`config.mk`:
```
export PLATFORM = sky130hd
export DESIGN_NAME = mac_array_ctrl_flat
export DESIGN_NICKNAME = d
export VERILOG_FILES = /design/src/rtl/mac_pkg.sv /design/src/rtl/mac_array_ctrl_if.sv /design/src/rtl/mac_array_ctrl.sv /design/src/flat_wrapper.sv
export SDC_FILE = /design/constraint.sdc
export NUM_CORES = 1
export LEC_CHECK = 0
export ABC_CLOCK_PERIOD_IN_PS = 5600
export BUFFER_PORTS_ARGS = -buffer_cell sky130_fd_sc_hd__buf_4
export CAP_MARGIN = 5
export CORE_ASPECT_RATIO = 0.8
export CORE_MARGIN = 2
export CORE_UTILIZATION = 57
export DETAILED_ROUTE_END_ITERATION = 8
export PLACE_DENSITY = 0.84
export SYNTH_ARGS = -nofsm -noshare
export SYNTH_HDL_FRONTEND = slang
export SYNTH_SLANG_ARGS = --single-unit
```
`constraint.sdc`:
```
create_clock -name clk -period 5.6 [get_ports clk]
set_input_delay 0.28 -clock clk [delete_from_list [all_inputs] [get_ports clk]]
set_output_delay 0.28 -clock clk [all_outputs]
set_load 0.02 [all_outputs]
```
`src/rtl/mac_pkg.sv`:
```
// mac_pkg: shared instruction encodings and sequencer states for mac_array control
package mac_pkg;
  localparam logic [1:0] INST_IDLE = 2'b00;
  localparam logic [1:0] INST_LOAD = 2'b01;
  localparam logic [1:0] INST_EXEC = 2'b10;
  typedef enum logic [2:0] {IDLE, LOAD_K, GAP, EXEC, DRAIN, DONE} state_t;
endpackage

```
`src/rtl/mac_array_ctrl_if.sv`:
```
// mac_array_ctrl_if: control, SRAM read-port and mac_array signals of the sequencer
interface mac_array_ctrl_if #(
  parameter int col    = 8,
  parameter int ADDR_W = 4,
  parameter int QCNT_W = 4
);
  logic              start;
  logic [QCNT_W-1:0] num_q;
  logic              busy;
  logic              done;
  logic              kmem_cen;
  logic [ADDR_W-1:0] kmem_addr;
  logic              qmem_cen;
  logic [ADDR_W-1:0] qmem_addr;
  logic [1:0]        inst;
  logic [col-1:0]    fifo_wr;
  logic              ofifo_full;
  modport master (
    output start, num_q, fifo_wr, ofifo_full,
    input  busy, done, kmem_cen, kmem_addr, qmem_cen, qmem_addr, inst
  );
  modport slave (
    input  start, num_q, fifo_wr, ofifo_full,
    output busy, done, kmem_cen, kmem_addr, qmem_cen, qmem_addr, inst
  );
endinterface

```
`src/rtl/mac_array_ctrl.sv`:
```
// mac_array_ctrl: loads kernel rows, streams queries under FIFO backpressure, counts results
module mac_array_ctrl
  import mac_pkg::*;
#(
  parameter int col    = 8,
  parameter int ADDR_W = 4,
  parameter int QCNT_W = 4
) (
  input logic clk,
  input logic reset,
  mac_array_ctrl_if.slave bus
);
  state_t            state_q, state_d;
  logic [ADDR_W-1:0] k_q, k_d;
  logic [QCNT_W-1:0] nq_q, nq_d, iss_q, iss_d, res_q, res_d;
  logic [1:0]        inst_q, inst_d;
  logic              k_go, q_go, row;
  always_comb begin
    k_go    = state_q == LOAD_K;
    q_go    = state_q == EXEC && !bus.ofifo_full;
    row     = bus.fifo_wr[col-1] && (state_q == EXEC || state_q == DRAIN) && res_q != nq_q;
    nq_d    = state_q == IDLE && bus.start ? bus.num_q : nq_q;
    k_d     = k_go && k_q != ADDR_W'(col - 1) ? k_q + 1'b1 : '0;
    iss_d   = q_go ? iss_q + 1'b1 : state_q == DONE ? '0 : iss_q;
    res_d   = row ? res_q + 1'b1 : state_q == DONE ? '0 : res_q;
    // inst lags the SRAM enable by the one-cycle read latency
    inst_d  = k_go ? INST_LOAD : q_go ? INST_EXEC : INST_IDLE;
    state_d = state_q;
    case (state_q)
      IDLE:    if (bus.start) state_d = LOAD_K;
      LOAD_K:  if (k_q == ADDR_W'(col - 1)) state_d = GAP;
      GAP:     state_d = nq_q == '0 ? DONE : EXEC;
      EXEC:    if (iss_d == nq_q) state_d = DRAIN;
      DRAIN:   if (res_d == nq_q) state_d = DONE;
      default: state_d = IDLE;
    endcase
  end
  always_ff @(posedge clk) begin
    if (reset) begin
      state_q <= IDLE;
      k_q     <= '0;
      nq_q    <= '0;
      iss_q   <= '0;
      res_q   <= '0;
      inst_q  <= INST_IDLE;
    end else begin
      state_q <= state_d;
      k_q     <= k_d;
      nq_q    <= nq_d;
      iss_q   <= iss_d;
      res_q   <= res_d;
      inst_q  <= inst_d;
    end
  end
  assign bus.kmem_cen  = !k_go;
  assign bus.kmem_addr = k_q;
  assign bus.qmem_cen  = !q_go;
  assign bus.qmem_addr = ADDR_W'(iss_q);
  assign bus.inst      = inst_q;
  assign bus.busy      = state_q != IDLE;
  assign bus.done      = state_q == DONE;
endmodule

```
`src/flat_wrapper.sv`:
```
// flat-port wrapper written by rule: the top's interface ports become plain ports
module mac_array_ctrl_flat import mac_pkg::*;
#(
  parameter int col    = 8,
  parameter int ADDR_W = 4,
  parameter int QCNT_W = 4
)
  (clk, reset, bus_start, bus_num_q, bus_fifo_wr, bus_ofifo_full, bus_busy, bus_done, bus_kmem_cen, bus_kmem_addr, bus_qmem_cen, bus_qmem_addr, bus_inst);
  mac_array_ctrl_if #(.col(col), .ADDR_W(ADDR_W), .QCNT_W(QCNT_W)) bus_i ();
  input logic clk;
  input logic reset;
  input wire logic [$bits(bus_i.start)-1:0] bus_start;
  input wire logic [$bits(bus_i.num_q)-1:0] bus_num_q;
  input wire logic [$bits(bus_i.fifo_wr)-1:0] bus_fifo_wr;
  input wire logic [$bits(bus_i.ofifo_full)-1:0] bus_ofifo_full;
  output wire logic [$bits(bus_i.busy)-1:0] bus_busy;
  output wire logic [$bits(bus_i.done)-1:0] bus_done;
  output wire logic [$bits(bus_i.kmem_cen)-1:0] bus_kmem_cen;
  output wire logic [$bits(bus_i.kmem_addr)-1:0] bus_kmem_addr;
  output wire logic [$bits(bus_i.qmem_cen)-1:0] bus_qmem_cen;
  output wire logic [$bits(bus_i.qmem_addr)-1:0] bus_qmem_addr;
  output wire logic [$bits(bus_i.inst)-1:0] bus_inst;
  assign bus_i.start = bus_start;
  assign bus_i.num_q = bus_num_q;
  assign bus_i.fifo_wr = bus_fifo_wr;
  assign bus_i.ofifo_full = bus_ofifo_full;
  assign bus_busy = bus_i.busy;
  assign bus_done = bus_i.done;
  assign bus_kmem_cen = bus_i.kmem_cen;
  assign bus_kmem_addr = bus_i.kmem_addr;
  assign bus_qmem_cen = bus_i.qmem_cen;
  assign bus_qmem_addr = bus_i.qmem_addr;
  assign bus_inst = bus_i.inst;
  mac_array_ctrl #(.col(col), .ADDR_W(ADDR_W), .QCNT_W(QCNT_W)) u_core (.clk(clk), .reset(reset), .bus(bus_i));
endmodule
```
==> flow_summary.json <==
{
  "cts_setup_buffers": 0,
  "r2r-start": "u_core.state_q[1]$_SDFFE_PP0P_",
  "start_kind": "flip-flop",
  "tns_ns": 0,
  "vias": 1200,
  "slowest_stage": "dfxtp_1",
  "top_level_ports": 30,
  "hpwl_um": 2160,
  "fin_crit_ns": 2.42,
  "fin_nets": 195,
  "die-width_um": 57.7,
  "grt_max_degree": 20,
  "antennaDiodeCount": 0,
  "antenna_found_initial": 0,
  "fmax_ghz": 0.413,
  "via_per_inst": 6.00,
  "drc": 0,
  "clk_latency_ns": 0.31,
  "setup_viol": 0,
  "end_kind": "flip-flop",
  "hold_violations": 0,
  "cts_hold_buf": 0,
  "ant_nets": 0,
  "layout-drive-gt1-share_pct": 21.1,
  "rsz0062_at_grt": "false",
  "synth_edf_count": 0,
  "ys_ff_latch": 21,
  "status": "complete, no violations",
  "ys_types": 49,
  "synth-async-reset-ratio_pct": 0,
  "grt_pass1_wl_um": 4710,
  "power.density_nw_per_um2": 196,
  "startpoint": "u_core.state_q[1]$_SDFFE_PP0P_",
  "fin_skew_ns": 0.00365,
  "track_usage_pct": 22.9,
  "syn_area_per_cell_um2": 8.23,
  "cp_data_required_time_ns": 5.83,
  "grt_pass1_vias": 1076,
  "start_util_pct": 60.5,
  "syn_nets": 179,
  "synthCells": 160,
  "clkTransAtPathRegs_ns": 0.12,
  "overflow": 0,
  "cp_cell_sequence": "nand4bb_4, or3_1, nand2_1, xor2_1, or4_4, a221oi_2",
  "first_pass_iters": 4,
  "timing.final.crit_share_pct": 43.2,
  "synth-main-ff-cell": "dfxtp_1",
  "cts_tree": "built",
  "whs_ns": 0.198,
  "dieArea_um2": 2710,
  "ys_seq_area_share_pct": 31.9,
  "port-buffer-count": 22,
  "tightest_slew_ns": 0.591,
  "die_h_um": 47.0,
  "synth_warnings": 0,
  "numClockSinks": 21,
  "hp-class": "primary input to flip-flop",
  "slew_viol_final": 0,
  "worstHoldStart": "bus_num_q[2]",
  "numCtsBuffers": 3,
  "gp_congestion": 0.919,
  "slowest_delay_ns": 0.72,
  "synth-simple-area-share_pct": 25.8,
  "synth_area_um2": 1320,
  "core_area_um2": 2180,
  "synth_top_family_by_area": "simple AND/OR/NAND/NOR gates",
  "syn_to_final_growth_pct": 12.2,
  "p_leak_nw": 0.576,
  "root_buffer": "clkbuf_4",
  "final_cell_mix": "buf_4, dfxtp_1, nor2_1, nand2_1",
  "drt_iter0_markers": 16,
  "rrSetupSlack_ns": 3.18,
  "cp.arrival_ns": 2.65,
  "crit_path_max_fanout": 19,
  "synthAdderAreaFrac_pct": 2.85,
  "rows": 15,
  "wl_per_cell_um": 14.2,
  "path_class": "flip-flop to flip-flop",
  "final_common_cell": "buf_4",
  "synthXorXnorAreaFrac_pct": 8.65,
  "slew-limit-headroom_pct": 60.5,
  "cts_buffer_depth": 2,
  "synthMuxAreaShare_pct": 3.04,
  "drv_cap": 0,
  "ir_worst_vdd_mv": 0.145,
  "synth_compound_gate_area_share_pct": 20.6,
  "cts_htree_levels": 1,
  "routed_wl_um": 2830,
  "cts_resized": 0
}
-- Yosys cell counts, types with 3 or more instances --
library cell / count / area share, %
o21ai_0: 9 / 3.4
xor2_1: 4 / 2.7
nand2_1: 11 / 3.1
nor2_1: 20 / 5.7
a21oi_1: 8 / 3.0
inv_1: 8 / 2.3
or3_1: 3 / 1.4
dfxtp_1: 21 / 32
mux2i_1: 4 / 3.0
nor2b_1: 3 / 1.4
or2_2: 3 / 1.4
nor3_1: 4 / 1.5
clkbuf_1: 5 / 1.4
xnor2_1: 9 / 6.0
ha_1: 3 / 2.9
nand3_1: 3 / 1.1
-- cell families (layout without fill, tap and decap cells) --
family,Yosys count,count (layout)
AO/OA/AOI/OAI,39,39
XOR/XNOR,13,13
adder cells (fa/ha/maj),3,3
buffers and inverters,19,34
flip-flops,21,21
multiplexers,4,4
AND/OR/NAND/NOR,61,61
-- report_power, final --
part,switching (mW),internal (mW)
sequential,0.00950,0.154
clock,0.0474,0.0267
combinational,0.0276,0.0241
-- per-layer routing --
| metal | routed length, µm | track usage (%) |
|---|---|---|
| met4 | 12 | 6.05 |
| met3 | 161 | 5.51 |
| met1 | 1310 | 27.3 |
| met5 | 0 | 0 |
| met2 | 1340 | 42.3 |
-- worst max-delay path: cells and delay by family (launching register included) --
kind / cells / cell delay, ns
AOI/OAI and AO/OA: 1 / 0.26
xor gates and xnor gates: 1 / 0.08
DFF: 1 / 0.72
and+or+nand+nor: 4 / 1.27
-- through the flow --
step                cell area [µm²]  std cells  setup WS (ns)  util, %  power, mW
floorplan                      1320        160           3.46        -      0.203
global placement               1450        196           3.27     66.6      0.216
detailed placement             1450        196           3.22     66.6      0.218
CTS                            1480        200           3.18     67.8      0.291
global route                   1480        200           3.03     67.8      0.302
finish                         1480        200           3.18     67.8      0.289
-- path summary, 6_finish.rpt --
path | endpoint | cells after the start
max | u_core.state_q[2]$_SDFFE_PP0P_ | 6
min | u_core.nq_q[2]$_SDFFE_PP0P_ | 3
max reg2reg | u_core.state_q[2]$_SDFFE_PP0P_ | 6
min reg2reg | u_core.bus.kmem_addr[0]$_SDFF_PP0_ | 1
-- flip-flops by register name, indices dropped and copies added (netlist names) --
signal,count
u_core.bus.inst,2
u_core.bus.kmem_addr,4
u_core.bus.qmem_addr,4
u_core.nq_q,4
u_core.res_q,4
u_core.state_q,3
-- final cells by class --
cell class	count	area, µm²
clock buffer	3	22.5
clock inverter	1	5.00
fill	186	701
inverter	8	30.0
multi-input combinational	120	802
sequential	21	420
tap	25	31.3
timing repair buffer	22	165
Power figures use the tool's default switching activity.
